$ cat config.mk
export PLATFORM = sky130hd
export DESIGN_NAME = control_sequencer_flat
export DESIGN_NICKNAME = d
export VERILOG_FILES = /design/src/rtl/control_sequencer_if.sv /design/src/rtl/control_sequencer.sv /design/src/flat_wrapper.sv
export SDC_FILE = /design/constraint.sdc
export NUM_CORES = 1
export LEC_CHECK = 0
export CELL_PAD_IN_SITES_DETAIL_PLACEMENT = 0
export CELL_PAD_IN_SITES_GLOBAL_PLACEMENT = 1
export CORE_UTILIZATION = 28
export CTS_CLUSTER_SIZE = 28
export DETAILED_ROUTE_END_ITERATION = 10
export PLACE_DENSITY_LB_ADDON = 0.1
export SLEW_MARGIN = 20
export SYNTH_ARGS = -nofsm -noshare
export SYNTH_HDL_FRONTEND = slang
export SYNTH_SLANG_ARGS = --single-unit
$ cat constraint.sdc
create_clock -name clk -period 2.4 [get_ports clk]
set_input_delay 0.48 -clock clk [delete_from_list [all_inputs] [get_ports clk]]
set_output_delay 0.48 -clock clk [all_outputs]
set_load 0.03 [all_outputs]
$ cat src/rtl/control_sequencer_if.sv
// Bundle between the microcode sequencer and the datapath it steers:
// instruction/flag inputs, the c_* control word, and debug status.
interface control_sequencer_if #(
    parameter int STEP_WIDTH = 3
);
    logic [7:0]            instr;
    logic                  flag_c;
    logic                  flag_z;

    logic                  c_ai, c_ao, c_bi, c_bo, c_zi, c_zo;
    logic                  c_ii, c_io;
    logic                  c_co, c_ce, c_j;
    logic                  c_eo, c_su, c_fi;
    logic                  c_mi, c_ro, c_ri;
    logic                  c_oi;

    logic [STEP_WIDTH-1:0] step;
    logic                  halted;

    // Sequencer side: consumes the instruction register and flags, drives the control word
    modport master (
        input  instr, flag_c, flag_z,
        output c_ai, c_ao, c_bi, c_bo, c_zi, c_zo,
        output c_ii, c_io, c_co, c_ce, c_j,
        output c_eo, c_su, c_fi, c_mi, c_ro, c_ri, c_oi,
        output step, halted
    );

    // Datapath side
    modport slave (
        output instr, flag_c, flag_z,
        input  c_ai, c_ao, c_bi, c_bo, c_zi, c_zo,
        input  c_ii, c_io, c_co, c_ce, c_j,
        input  c_eo, c_su, c_fi, c_mi, c_ro, c_ri, c_oi,
        input  step, halted
    );
endinterface

$ cat src/rtl/control_sequencer.sv
// Microcode sequencer: a T-step counter advanced on the falling clock edge and a
// combinational decode of (step, opcode, flags) into the datapath control word.
module control_sequencer #(
    parameter int STEP_WIDTH   = 3,
    parameter int OPCODE_WIDTH = 4
) (
    input  logic                clk,
    input  logic                reset,
    control_sequencer_if.master bus
);

    typedef enum logic [STEP_WIDTH-1:0] {
        T0 = STEP_WIDTH'(0),
        T1 = STEP_WIDTH'(1),
        T2 = STEP_WIDTH'(2),
        T3 = STEP_WIDTH'(3),
        T4 = STEP_WIDTH'(4)
    } step_e;

    typedef enum logic [OPCODE_WIDTH-1:0] {
        OP_NOP = OPCODE_WIDTH'(4'h0),
        OP_LDA = OPCODE_WIDTH'(4'h1),
        OP_ADD = OPCODE_WIDTH'(4'h2),
        OP_SUB = OPCODE_WIDTH'(4'h3),
        OP_STA = OPCODE_WIDTH'(4'h4),
        OP_LDI = OPCODE_WIDTH'(4'h5),
        OP_JMP = OPCODE_WIDTH'(4'h6),
        OP_JC  = OPCODE_WIDTH'(4'h7),
        OP_JZ  = OPCODE_WIDTH'(4'h8),
        OP_OUT = OPCODE_WIDTH'(4'hE),
        OP_HLT = OPCODE_WIDTH'(4'hF)
    } opcode_e;

    typedef struct packed {
        logic ai, ao, bi, bo, zi, zo;
        logic ii, io;
        logic co, ce, j;
        logic eo, su, fi;
        logic mi, ro, ri;
        logic oi;
    } ctrl_t;

    step_e   step_q, step_d;
    logic    halted_q, halted_d;
    logic    run_q;
    opcode_e opcode;
    ctrl_t   cw;

    assign opcode = opcode_e'(bus.instr[7 -: OPCODE_WIDTH]);

    // The operand nibble is driven onto the bus by the datapath, not decoded here
    logic unused_operand;
    assign unused_operand = ^bus.instr[3:0];

    // Final T-step of each instruction; NOP and undefined opcodes end after fetch
    function automatic step_e last_step(input opcode_e op);
        case (op)
            OP_ADD, OP_SUB:                                   return T4;
            OP_LDA, OP_STA:                                   return T3;
            OP_LDI, OP_JMP, OP_JC, OP_JZ, OP_OUT, OP_HLT:     return T2;
            default:                                          return T1;
        endcase
    endfunction

    // run_q holds the control word at zero until the first falling edge after
    // reset release, so release is only ever observed on a clock edge.
    // NOTE: sequential state uses non-blocking assignments so every flop samples pre-edge values.
    always_ff @(negedge clk or negedge reset) begin
        if (!reset) begin
            run_q    <= 1'b0;
            step_q   <= T0;
            halted_q <= 1'b0;
        end else begin
            run_q    <= 1'b1;
            step_q   <= step_d;
            halted_q <= halted_d;
        end
    end

    always_comb begin
        // NOTE: defaults first, so every path assigns every output and no latch is inferred.
        cw       = '0;
        step_d   = T0;
        halted_d = halted_q;

        if (run_q && !halted_q) begin
            case (step_q)
                T0: begin
                    cw.co = 1'b1;
                    cw.mi = 1'b1;
                end
                T1: begin
                    cw.ro = 1'b1;
                    cw.ii = 1'b1;
                    cw.ce = 1'b1;
                end
                T2: begin
                    case (opcode)
                        OP_LDA, OP_ADD, OP_SUB, OP_STA: begin
                            cw.io = 1'b1;
                            cw.mi = 1'b1;
                        end
                        OP_LDI: begin
                            cw.io = 1'b1;
                            cw.ai = 1'b1;
                        end
                        OP_JMP: begin
                            cw.io = 1'b1;
                            cw.j  = 1'b1;
                        end
                        OP_JC: begin
                            cw.io = bus.flag_c;
                            cw.j  = bus.flag_c;
                        end
                        OP_JZ: begin
                            cw.io = bus.flag_z;
                            cw.j  = bus.flag_z;
                        end
                        OP_OUT: begin
                            cw.ao = 1'b1;
                            cw.oi = 1'b1;
                        end
                        default: ;
                    endcase
                end
                T3: begin
                    case (opcode)
                        OP_LDA: begin
                            cw.ro = 1'b1;
                            cw.ai = 1'b1;
                        end
                        OP_ADD, OP_SUB: begin
                            cw.ro = 1'b1;
                            cw.bi = 1'b1;
                        end
                        OP_STA: begin
                            cw.ao = 1'b1;
                            cw.ri = 1'b1;
                        end
                        default: ;
                    endcase
                end
                T4: begin
                    if (opcode == OP_ADD || opcode == OP_SUB) begin
                        cw.eo = 1'b1;
                        cw.ai = 1'b1;
                        cw.fi = 1'b1;
                        cw.su = (opcode == OP_SUB);
                    end
                end
                default: ;  // illegal step: all-zero word, counter recovers to T0
            endcase

            if (step_q <= T4 && step_q != last_step(opcode)) begin
                step_d = step_e'(step_q + 1'b1);
            end else if (step_q == last_step(opcode) && opcode == OP_HLT) begin
                halted_d = 1'b1;
            end
        end
    end

    assign bus.c_ai   = cw.ai;
    assign bus.c_ao   = cw.ao;
    assign bus.c_bi   = cw.bi;
    assign bus.c_bo   = cw.bo;
    assign bus.c_zi   = cw.zi;
    assign bus.c_zo   = cw.zo;
    assign bus.c_ii   = cw.ii;
    assign bus.c_io   = cw.io;
    assign bus.c_co   = cw.co;
    assign bus.c_ce   = cw.ce;
    assign bus.c_j    = cw.j;
    assign bus.c_eo   = cw.eo;
    assign bus.c_su   = cw.su;
    assign bus.c_fi   = cw.fi;
    assign bus.c_mi   = cw.mi;
    assign bus.c_ro   = cw.ro;
    assign bus.c_ri   = cw.ri;
    assign bus.c_oi   = cw.oi;
    assign bus.step   = step_q;
    assign bus.halted = halted_q;

endmodule
$ cat src/flat_wrapper.sv
// flat-port wrapper written by rule: the top's interface ports become plain ports
module control_sequencer_flat 
#(
    parameter int STEP_WIDTH   = 3,
    parameter int OPCODE_WIDTH = 4
)
  (clk, reset, bus_instr, bus_flag_c, bus_flag_z, bus_c_ai, bus_c_ao, bus_c_bi, bus_c_bo, bus_c_zi, bus_c_zo, bus_c_ii, bus_c_io, bus_c_co, bus_c_ce, bus_c_j, bus_c_eo, bus_c_su, bus_c_fi, bus_c_mi, bus_c_ro, bus_c_ri, bus_c_oi, bus_step, bus_halted);
  control_sequencer_if #(.STEP_WIDTH(STEP_WIDTH)) bus_i ();
  input  logic clk;
  input  logic reset;
  input wire logic [$bits(bus_i.instr)-1:0] bus_instr;
  input wire logic [$bits(bus_i.flag_c)-1:0] bus_flag_c;
  input wire logic [$bits(bus_i.flag_z)-1:0] bus_flag_z;
  output wire logic [$bits(bus_i.c_ai)-1:0] bus_c_ai;
  output wire logic [$bits(bus_i.c_ao)-1:0] bus_c_ao;
  output wire logic [$bits(bus_i.c_bi)-1:0] bus_c_bi;
  output wire logic [$bits(bus_i.c_bo)-1:0] bus_c_bo;
  output wire logic [$bits(bus_i.c_zi)-1:0] bus_c_zi;
  output wire logic [$bits(bus_i.c_zo)-1:0] bus_c_zo;
  output wire logic [$bits(bus_i.c_ii)-1:0] bus_c_ii;
  output wire logic [$bits(bus_i.c_io)-1:0] bus_c_io;
  output wire logic [$bits(bus_i.c_co)-1:0] bus_c_co;
  output wire logic [$bits(bus_i.c_ce)-1:0] bus_c_ce;
  output wire logic [$bits(bus_i.c_j)-1:0] bus_c_j;
  output wire logic [$bits(bus_i.c_eo)-1:0] bus_c_eo;
  output wire logic [$bits(bus_i.c_su)-1:0] bus_c_su;
  output wire logic [$bits(bus_i.c_fi)-1:0] bus_c_fi;
  output wire logic [$bits(bus_i.c_mi)-1:0] bus_c_mi;
  output wire logic [$bits(bus_i.c_ro)-1:0] bus_c_ro;
  output wire logic [$bits(bus_i.c_ri)-1:0] bus_c_ri;
  output wire logic [$bits(bus_i.c_oi)-1:0] bus_c_oi;
  output wire logic [$bits(bus_i.step)-1:0] bus_step;
  output wire logic [$bits(bus_i.halted)-1:0] bus_halted;
  assign bus_i.instr = bus_instr;
  assign bus_i.flag_c = bus_flag_c;
  assign bus_i.flag_z = bus_flag_z;
  assign bus_c_ai = bus_i.c_ai;
  assign bus_c_ao = bus_i.c_ao;
  assign bus_c_bi = bus_i.c_bi;
  assign bus_c_bo = bus_i.c_bo;
  assign bus_c_zi = bus_i.c_zi;
  assign bus_c_zo = bus_i.c_zo;
  assign bus_c_ii = bus_i.c_ii;
  assign bus_c_io = bus_i.c_io;
  assign bus_c_co = bus_i.c_co;
  assign bus_c_ce = bus_i.c_ce;
  assign bus_c_j = bus_i.c_j;
  assign bus_c_eo = bus_i.c_eo;
  assign bus_c_su = bus_i.c_su;
  assign bus_c_fi = bus_i.c_fi;
  assign bus_c_mi = bus_i.c_mi;
  assign bus_c_ro = bus_i.c_ro;
  assign bus_c_ri = bus_i.c_ri;
  assign bus_c_oi = bus_i.c_oi;
  assign bus_step = bus_i.step;
  assign bus_halted = bus_i.halted;
  control_sequencer #(.STEP_WIDTH(STEP_WIDTH), .OPCODE_WIDTH(OPCODE_WIDTH)) u_core (.clk(clk), .reset(reset), .bus(bus_i));
endmodule
==> results of run 1 <==
-- layout make-up --
class	instances	area, µm²	area share, %
sequential	5	125	8.05
inverter	4	17.5	1.13
multi-input combinational	74	734	47.2
tap	30	37.5	2.41
clock buffer	4	26.3	1.69
timing repair buffer	67	614	39.5
-- stage by stage --
stage / cells / area, µm² / util [%] / setup TNS, ns
6_report: 184 / 1560 / 62.2 / -15.62
5_1_grt: 184 / 1560 / 62.2 / -17.32
4_1_cts: 181 / 1510 / 60.3 / -15.56
3_5_place_dp: 168 / 1270 / 50.7 / -13.42
3_3_place_gp: 168 / 1270 / 50.7 / -12.92
2_1_floorplan: 96 / 898 / - / -14.46
-- registers in the layout, summed over array words and instances, names as in the netlist --
name,flops
u_core.bus.step,3
u_core.run_q,1
u_core.bus.halted,1
-- worst max-delay path by stage --
stage	from	end	cells after the start	slack, ns
detailed placement	bus_instr[7]	u_core.bus.step[0]$_DFF_NN0_	5	-1.04
finish	u_core.bus.step[1]$_DFF_NN0_	bus_c_ao	6	-1.03
global placement	bus_instr[7]	u_core.bus.step[0]$_DFF_NN0_	5	-0.99
CTS	u_core.bus.step[1]$_DFF_NN0_	bus_c_ao	6	-1.04
global route	u_core.bus.step[1]$_DFF_NN0_	bus_c_ao	6	-1.10
floorplan	u_core.bus.step[0]$_DFF_NN0_	bus_c_ao	5	-1.06
-- placed cells by master (no fill, tap or decap), types with 2 or more instances in the layout --
cell type and instances:
nor2_4 2, conb_1 4, buf_6 19, dfrtn_1 5
ha_4 2, clkdlybuf4s50_1 3, clkbuf_4 3, nor2b_1 2
buf_8 3, buf_4 40, nand2b_1 2, nand3b_1 2
nor2_1 6, nor4b_4 2, a2111oi_4 3, ha_1 2
a31o_1 2, a21oi_1 5, nand2_1 4, nand2_2 2
and3b_2 2, inv_1 3
-- kinds of logic (layout without fill, tap and decap cells) --
kind of cell / count (synthesis) / in the layout / share of synthesized area [%]
flip-flops: 5 / 5 / 16.7
AND/OR/NAND/NOR: 39 / 39 / 32.1
other: 2 / 4 / 1.00
AO/OA/AOI/OAI: 24 / 24 / 26.6
adder cells (fa/ha/maj): 5 / 5 / 8.36
XOR/XNOR: 2 / 2 / 2.34
buffers and inverters: 17 / 75 / 12.9
-- per-layer routing --
| layer | vias up | part of all wire (%) | track usage, % | wire, µm |
|---|---|---|---|---|
| li1 | 446 | - | - | - |
| met1 | 439 | 40 | 20.9 | 1000 |
| met2 | 15 | 57 | 36.0 | 1400 |
| met3 | 3 | 2.5 | 3.39 | 61 |
| met4 | 0 | 0.32 | 3.95 | 8 |
| met5 | - | 0 | 0 | 0 |
-- worst max-delay path: stages, from the launching register on --
cell and delay [ns]:
dfrtn_1 0.45, ha_2 0.22, ha_4 0.14, nor3b_4 0.19, and3_4 0.21, o211a_4 0.15
buf_6 0.12
-- where the power goes --
part           internal (mW)  total (mW)  switching [mW]  leakage (nW)
clock network         0.0630      0.0990          0.0360        0.0150
logic                  0.248       0.507           0.259         0.615
registers              0.100       0.113          0.0121        0.0647
total                  0.411       0.719           0.307         0.695
-- repair_timing --
action,CTS,global route
resized for setup,54,7
hold buffers,0,0
setup buffers,9,4
endpoints found under the setup margin,23,23
pin swaps,13,8
==> run metrics, run 1 <==
status=finished with violations; failing checks=setup timing; skew final=0.00587 ns; worst vdd ir=0.371 mV; largest net degree at the start of global routing=10; DRC viols=0; via count=903; initial core utilization=29.9%; Leakage=0.695 nW; crit path DAT=2.95 ns; hold_ws=0.507 ns; number of global-route vias before repair=850; Setup WS pre-CTS=-1.04 ns; Power Total=0.719 mW; Final Slew Violations=0; routability cong.=0.734; CP required=1.92 ns; first-pass detailed-route iteration total=2; Root Buffer=clkbuf_4; Worst setup SP type=register; first-pass GRT wire length=3.85 mm; Final nets=172; ys flop type=dfrtn_1; clock insertion delay at the later pin of the skew report=0.26 ns; GRT Total Usage=18.7%; Yosys reg bits=5; synthesized area per cell=7.96 µm²; Die Area=2880 µm²; Antenna Nets Post-Route=0; Mapped Cells=94; P per Cell Area=462 nW/µm²; Max Cap Viol=0; Hold Path Cell Cnt=2; r2r setup slk=0.73 ns; Post-Syn Area=748 µm²; crit path max fanout=4; Worst Hold Class=register to register; Site Rows=18; Clock transition at path regs=0.04 ns; CTS Buf Count=3; clk sinks=5; DR vias/cell=4.91; most instantiated library cell after synthesis=nor2_1; number of flops mapped to enable cells by yosys=0; area share of the largest cell type after synthesis=16.7%; final WL=2.48 mm; setup ws final=-1.03 ns; share of cells above drive strength 1=64.9%; CTS tree=done; hold endpoint=u_core.bus.halted$_DFFE_NN0P_; Detailed Route Iter0 Violations=13; final hold vios=0; die height=53.7 µm; initial antenna violation count=0; Hold Crit Start=u_core.bus.halted$_DFFE_NN0P_; CTS H-tree lvls=1; R2R cell count=5; core area=2500 µm²; gr ovfl total=0; critical setup path kind=register to primary output; antenna cells=0; Worst setup EP type=primary output; clk buf depth=2; Fill cells=228; RSZ-0062 raised after global routing=true; Synth area leader=dfrtn_1; top post-synthesis cells by area=dfrtn_1 17%, ha_1 8.4%, buf_4 6.0%, a21oi_1 4.7%, nor2_1 4.5%; die width=53.7 µm; Reg-to-Reg Start=u_core.bus.step[0]$_DFF_NN0_; post-DP HPWL=1.82 mm; reg2reg end=u_core.bus.step[0]$_DFF_NN0_; final setup violating endpoints=23; P&R area growth vs syn=108%; Yosys cell types=45; Synth top cells by count=9 x nor2_1, 7 x a21oi_1, 6 x buf_4, 6 x nand2_1; Post-synth ARST share=100%; IO Count=34; synth warn=0; register area share after synthesis=16.7%; wire per inst=13.5 µm; I/O Buffers=26
Power figures use the tool's default switching activity.
==> run 2, diff against run 1 <==
- GPL_TIMING_DRIVEN: unset -> 1
==> results of run 2 <==
No change in the layout: final DEF, timing and power equal those of run 1.
